[src/rtl/id_digit_sequencer.sv]
// id_digit_sequencer
//   Steps through a compile-time table of NUM_DIGITS digits and presents the
//   current digit on student_id. data_in is the advance strobe. The direction
//   is latched when a run starts. At the end of the table the sequencer either
//   wraps, which pulses wrap_pulse and bumps a saturating lap counter, or stops
//   in DONE until clear is asserted.
//
// Ports
//   clk           in   rising-edge clock
//   reset         in   synchronous active-high reset; has the highest priority
//   data_in       in   advance strobe
//   dir           in   0 = ascending, 1 = descending (latched on IDLE->RUN)
//   wrap          in   1 = wrap at end of table, 0 = stop in DONE (live)
//   clear         in   synchronous return to IDLE; keeps lap_count
//   student_id    out  current digit (0 outside RUN)
//   current_state out  current digit index
//   valid         out  high while in RUN
//   done          out  high while in DONE
//   wrap_pulse    out  one-cycle pulse on each wrap
//   lap_count     out  wraps since reset, saturating
module id_digit_sequencer #(
   parameter int DIGIT_W    = 4,
   parameter int NUM_DIGITS = 8,
   parameter int STATE_W    = 4,
   parameter logic [NUM_DIGITS*DIGIT_W-1:0] ID_DIGITS = 32'h5012_3456,
   parameter int LAP_W      = 4
) (
   input  logic               clk,
   input  logic               reset,
   input  logic               data_in,
   input  logic               dir,
   input  logic               wrap,
   input  logic               clear,
   output logic [DIGIT_W-1:0] student_id,
   output logic [STATE_W-1:0] current_state,
   output logic               valid,
   output logic               done,
   output logic               wrap_pulse,
   output logic [LAP_W-1:0]   lap_count
);

   typedef enum logic [1:0] {
      PH_IDLE = 2'd0,
      PH_RUN  = 2'd1,
      PH_DONE = 2'd2
   } phase_t;

   localparam logic [STATE_W-1:0] LAST_IDX = STATE_W'(NUM_DIGITS - 1);
   localparam logic [STATE_W-1:0] ZERO_IDX = '0;

   // Table lookup, digit 0 sits in the most significant slot of ID_DIGITS.
   function automatic logic [DIGIT_W-1:0] digit_at(input logic [STATE_W-1:0] idx);
      logic [DIGIT_W-1:0] d;
      d = '0;
      for (int i = 0; i < NUM_DIGITS; i++) begin
         if (idx == STATE_W'(i)) begin
            d = ID_DIGITS[(NUM_DIGITS-1-i)*DIGIT_W +: DIGIT_W];
         end
      end
      return d;
   endfunction

   function automatic logic [STATE_W-1:0] start_idx(input logic desc);
      return desc ? LAST_IDX : ZERO_IDX;
   endfunction

   function automatic logic [STATE_W-1:0] end_idx(input logic desc);
      return desc ? ZERO_IDX : LAST_IDX;
   endfunction

   // Lap counter holds at all-ones instead of rolling over.
   function automatic logic [LAP_W-1:0] lap_sat_inc(input logic [LAP_W-1:0] v);
      return (&v) ? v : v + LAP_W'(1);
   endfunction

   phase_t             phase_q, phase_d;
   logic               dir_q, dir_d;
   logic [STATE_W-1:0] idx_q, idx_d;
   logic [DIGIT_W-1:0] sid_q, sid_d;
   logic               valid_q, valid_d;
   logic               done_q, done_d;
   logic               wp_q, wp_d;
   logic [LAP_W-1:0]   lap_q, lap_d;

   always_comb begin
      phase_d = phase_q;
      dir_d   = dir_q;
      idx_d   = idx_q;
      sid_d   = sid_q;
      valid_d = valid_q;
      done_d  = done_q;
      wp_d    = 1'b0;
      lap_d   = lap_q;

      if (clear) begin
         // clear outranks data_in in every phase: no start, no advance.
         phase_d = PH_IDLE;
         idx_d   = '0;
         sid_d   = '0;
         valid_d = 1'b0;
         done_d  = 1'b0;
      end else begin
         unique case (phase_q)
            PH_IDLE: begin
               if (data_in) begin
                  phase_d = PH_RUN;
                  dir_d   = dir;
                  idx_d   = start_idx(dir);
                  sid_d   = digit_at(start_idx(dir));
                  valid_d = 1'b1;
                  done_d  = 1'b0;
               end
            end
            PH_RUN: begin
               if (data_in) begin
                  if (idx_q == end_idx(dir_q)) begin
                     if (wrap) begin
                        idx_d = start_idx(dir_q);
                        sid_d = digit_at(start_idx(dir_q));
                        wp_d  = 1'b1;
                        lap_d = lap_sat_inc(lap_q);
                     end else begin
                        // Index stays parked on the end entry while DONE.
                        phase_d = PH_DONE;
                        sid_d   = '0;
                        valid_d = 1'b0;
                        done_d  = 1'b1;
                     end
                  end else begin
                     idx_d = dir_q ? idx_q - STATE_W'(1) : idx_q + STATE_W'(1);
                     sid_d = digit_at(idx_d);
                  end
               end
            end
            PH_DONE: begin
               // Only clear or reset leaves DONE.
            end
            default: begin
               phase_d = PH_IDLE;
               idx_d   = '0;
               sid_d   = '0;
               valid_d = 1'b0;
               done_d  = 1'b0;
            end
         endcase
      end
   end

   always_ff @(posedge clk) begin
      if (reset) begin
         phase_q <= PH_IDLE;
         dir_q   <= 1'b0;
         idx_q   <= '0;
         sid_q   <= '0;
         valid_q <= 1'b0;
         done_q  <= 1'b0;
         wp_q    <= 1'b0;
         lap_q   <= '0;
      end else begin
         phase_q <= phase_d;
         dir_q   <= dir_d;
         idx_q   <= idx_d;
         sid_q   <= sid_d;
         valid_q <= valid_d;
         done_q  <= done_d;
         wp_q    <= wp_d;
         lap_q   <= lap_d;
      end
   end

   assign student_id    = sid_q;
   assign current_state = idx_q;
   assign valid         = valid_q;
   assign done          = done_q;
   assign wrap_pulse    = wp_q;
   assign lap_count     = lap_q;

endmodule

[config.mk]
export PLATFORM = sky130hd
export DESIGN_NAME = id_digit_sequencer
export DESIGN_NICKNAME = d
export VERILOG_FILES = /design/src/rtl/id_digit_sequencer.sv
export SDC_FILE = /design/constraint.sdc
export NUM_CORES = 1
export LEC_CHECK = 0
export ABC_CLOCK_PERIOD_IN_PS = 1600
export CAP_MARGIN = 10
export CORE_AREA = 2 2 52 54
export CTS_BUF_LIST = sky130_fd_sc_hd__clkbuf_8 sky130_fd_sc_hd__clkbuf_16
export DETAILED_ROUTE_END_ITERATION = 12
export DIE_AREA = 0 0 54 56
export PLACE_DENSITY_LB_ADDON = 0.15
export SYNTH_ARGS = -nofsm -noshare
export SYNTH_HDL_FRONTEND = slang
export SYNTH_SLANG_ARGS = --single-unit
[constraint.sdc]
create_clock -name clk -period 1.6 [get_ports clk]
set_input_delay 0.32 -clock clk [delete_from_list [all_inputs] [get_ports clk]]
set_output_delay 0.32 -clock clk [all_outputs]
set_load 0.01 [all_outputs]
==> results.sh <==
export IMPL_fin_ws_ps=-195
export IMPL_timing_fmax_mhz=557
export IMPL_hold_viol_final=0
export IMPL_die_y_um=56
export IMPL_yosysTopAreaCell="dfxtp_1"
export IMPL_worstPathRequired_ps=1780
export IMPL_ys_seq_area_share_pct=27.6
export IMPL_ys_ff_latch=15
export IMPL_synth_flop_cell="dfxtp_1"
export IMPL_worstPathArrival_ps=1980
export IMPL_synth_common_cells="dfxtp_1, nor2_1, a21oi_1"
export IMPL_slowest_stage="dfxtp_4"
export IMPL_tritoncts="yes"
export IMPL_areaGrowthSynthToFinish_pct=58.9
export IMPL_place_gp_congestion=0.847
export IMPL_first_iter_violations=36
export IMPL_cp_depth=8
export IMPL_cts_buffer_depth=2
export IMPL_rsz0062_at_grt="yes"
export IMPL_path_clk_slew_ps=70
export IMPL_syn_area_um2=1090
export IMPL_final_cells=196
export IMPL_firstDrtPassIters=4
export IMPL_vias_per_cell=5.61
export IMPL_setup_worst_path_class="flip-flop to flip-flop"
export IMPL_io_buffers=19
export IMPL_grt_pass1_vias=1074
export IMPL_dp_cells=188
export IMPL_synth_edf_count=0
export IMPL_crit_path_start="dir_q$_SDFFE_PP0P_"
export IMPL_hold_path_cell_count=1
export IMPL_finalSetupViolations=10
export IMPL_synth_top_area_share_pct=27.6
export IMPL_cpPeakStageDelay_ps=380
export IMPL_track_usage_pct=21.3
export IMPL_numCtsBuffers=3
export IMPL_die_w_um=54
export IMPL_synth_fp_nets=135
export IMPL_drc=0
export IMPL_core_um2=2430
export IMPL_fin_nets=181
export IMPL_hold_class="flip-flop to flip-flop"
export IMPL_drive_gt1_share_pct=50.0
export IMPL_power_density_nw_per_um2=565
export IMPL_ant_nets=0
export IMPL_vias=1100
export IMPL_maxCapViolations=0
export IMPL_critPathMaxFanout=5
export IMPL_async_reset_ff_share_pct=0
export IMPL_insertion_delay_ps=250
export IMPL_fin_area_um2=1730
export IMPL_placed_cell_area_um2=1490
export IMPL_path_cells="ha_4 > ha_2 > nor3_4 > buf_4 > buf_4 > a211oi_2 > a22oi_1 > a31oi_1"
export IMPL_violations="setup timing"
export IMPL_start_kind="flip-flop"
export IMPL_syn_inst=121
export IMPL_cts_root_buffer="clkbuf_8"
export IMPL_r2r_start="dir_q$_SDFFE_PP0P_"
export IMPL_pin_count=21
export IMPL_slew_violations=0
export IMPL_synth_area_per_cell_um2=9.00
export IMPL_ff2ff_path_depth=8
export IMPL_rows=18
export IMPL_cp_common_cell="buf_4"
export IMPL_p_leak_nw=0.756
export IMPL_ys_top_cells_by_area="dfxtp_1, ha_1, nor2_1"
export IMPL_antenna_found_initial=0
export IMPL_worst_path_buf_inv=2
export IMPL_reg2reg_to="student_id[2]$_SDFFE_PP0P_"
export IMPL_peakVddDrop_mv=0.500
export IMPL_grt_pass1_wl_um=4800
export IMPL_grt_max_degree=15
export IMPL_diodes=0
export IMPL_status="complete, but fails checks"
export IMPL_grt_ovfl_total=0
export IMPL_n_fill_cell=185
export IMPL_yosysWarnings=0
export IMPL_synth_cell_types=44
export IMPL_finClkSkew_ps=1.04
export IMPL_initial_core_util_pct=44.8
export IMPL_power_total_mw=0.978
export IMPL_min_period_ps=1790
export IMPL_dp_hpwl_um=2080
export IMPL_drt_wl_total_um=2940
export IMPL_timing_final_crit_share_pct=112
export IMPL_min_to="phase_q[0]$_SDFFE_PP0P_"
export IMPL_wl_per_cell_um=15.0
export IMPL_dieArea_um2=3020
export IMPL_holdBufCountCts=0
export IMPL_min_from="phase_q[1]$_SDFFE_PP0P_"
export IMPL_end_kind="flip-flop"
export IMPL_htreeDepth=1
export IMPL_rrSetupSlack_ps=-190
export IMPL_clkSinkCount=15
export IMPL_cp_top_family="adder cells"
==> power by group <==
| part | switching [mW] | total [mW] | internal (mW) |
|---|---|---|---|
| sequential | 0.00944 | 0.391 | 0.382 |
| combinational | 0.128 | 0.263 | 0.135 |
| clock | 0.150 | 0.323 | 0.173 |
| total | 0.287 | 0.978 | 0.690 |
==> final cells by class <==
cell class | instances | area [um^2] | share of cell area (%)
Multi-Input combinational cell | 94 | 876 | 50.7
Timing Repair Buffer | 49 | 439 | 25.4
Sequential cell | 15 | 315 | 18.2
Clock buffer | 3 | 41.3 | 2.39
Tap cell | 30 | 37.5 | 2.17
Inverter | 4 | 15.0 | 0.868
Clock inverter | 1 | 5.00 | 0.289
==> layout by cell type, fill, tap and decap left out, types with 2 or more instances in the layout <==
master           count
o22ai_1              3
nand2_1              4
dlymetal6s2s_1       2
a21oi_1              3
mux2_2               3
a31oi_1              2
clkbuf_8             3
nor2b_1              2
nor2_4               2
dlygate4sd2_1        3
o221a_2              2
buf_4               24
nor2_1              13
clkdlybuf4s50_1     14
a211oi_2             2
o21ai_0              7
dfxtp_4              2
inv_1                3
xnor2_2              2
nand3_1              4
or3_1                2
nor3_2               2
a21oi_2              4
nand3_2              2
buf_6                6
dfxtp_2              6
ha_1                 2
mux2i_1              2
ha_4                 4
dfxtp_1              7
==> layer usage <==
metal  global-route usage, %  up-vias  routed length, um
li1                        -      528                  -
met1                    27.0      521               1170
met2                    36.8       46               1550
met3                    3.23        5                178
met4                    5.00        0                 38
met5                       0        -                  0
==> worst max path at each step <==
stage | endpoint | slack [ps]
global route | student_id[2]$_SDFFE_PP0P_ | -260
floorplan | lap_count[3]$_SDFFE_PP0P_ | -40
CTS | student_id[2]$_SDFFE_PP0P_ | -170
detailed placement | student_id[2]$_SDFFE_PP0P_ | -230
finish | student_id[2]$_SDFFE_PP0P_ | -190
global placement | student_id[2]$_SDFFE_PP0P_ | -190
==> registers in the layout, indices dropped and copies added (netlist names) <==
| signal | cells |
|---|---|
| phase_q | 2 |
| student_id | 3 |
| dir_q | 1 |
| wrap_pulse | 1 |
| current_state | 4 |
| lap_count | 4 |
==> worst register-to-register path, cell delays in order, from the launching register on <==
cell	delay [ps]
dfxtp_4	380
ha_4	310
ha_2	220
nor3_4	60
buf_4	130
buf_4	120
a211oi_2	240
a22oi_1	100
a31oi_1	170
==> what timing repair did <==
item | CTS | global route
resized for setup | 22 | 20
setup endpoints to repair | 15 | 14
setup buffers | 1 | 3
pin swaps | 9 | 17
==> through the flow <==
stage | TNS, ps | setup slack, ps | hold slack, ps | utilization, %
floorplan | -55.0 | -38.1 | 390 | -
global placement | -1240 | -190 | 553 | 61.2
detailed placement | -1420 | -232 | 541 | 61.2
CTS | -704 | -166 | 532 | 66.5
global route | -2150 | -259 | 550 | 71.1
finish | -1310 | -195 | 531 | 71.1
==> logic make-up (layout without fill, tap and decap cells) <==
family | count (synthesis) | count (layout) | share of synthesized area, %
AND/OR/NAND/NOR | 44 | 44 | 24.7
AO/OA/AOI/OAI | 30 | 30 | 17.8
flip-flops | 15 | 15 | 27.6
buffers and inverters | 12 | 57 | 7.59
adder cells (fa/ha/maj) | 8 | 8 | 9.88
multiplexers | 6 | 6 | 6.32
XOR/XNOR | 5 | 5 | 5.75
other | 1 | 1 | 0.344
Note: power is estimated with default switching activity, not from simulation.
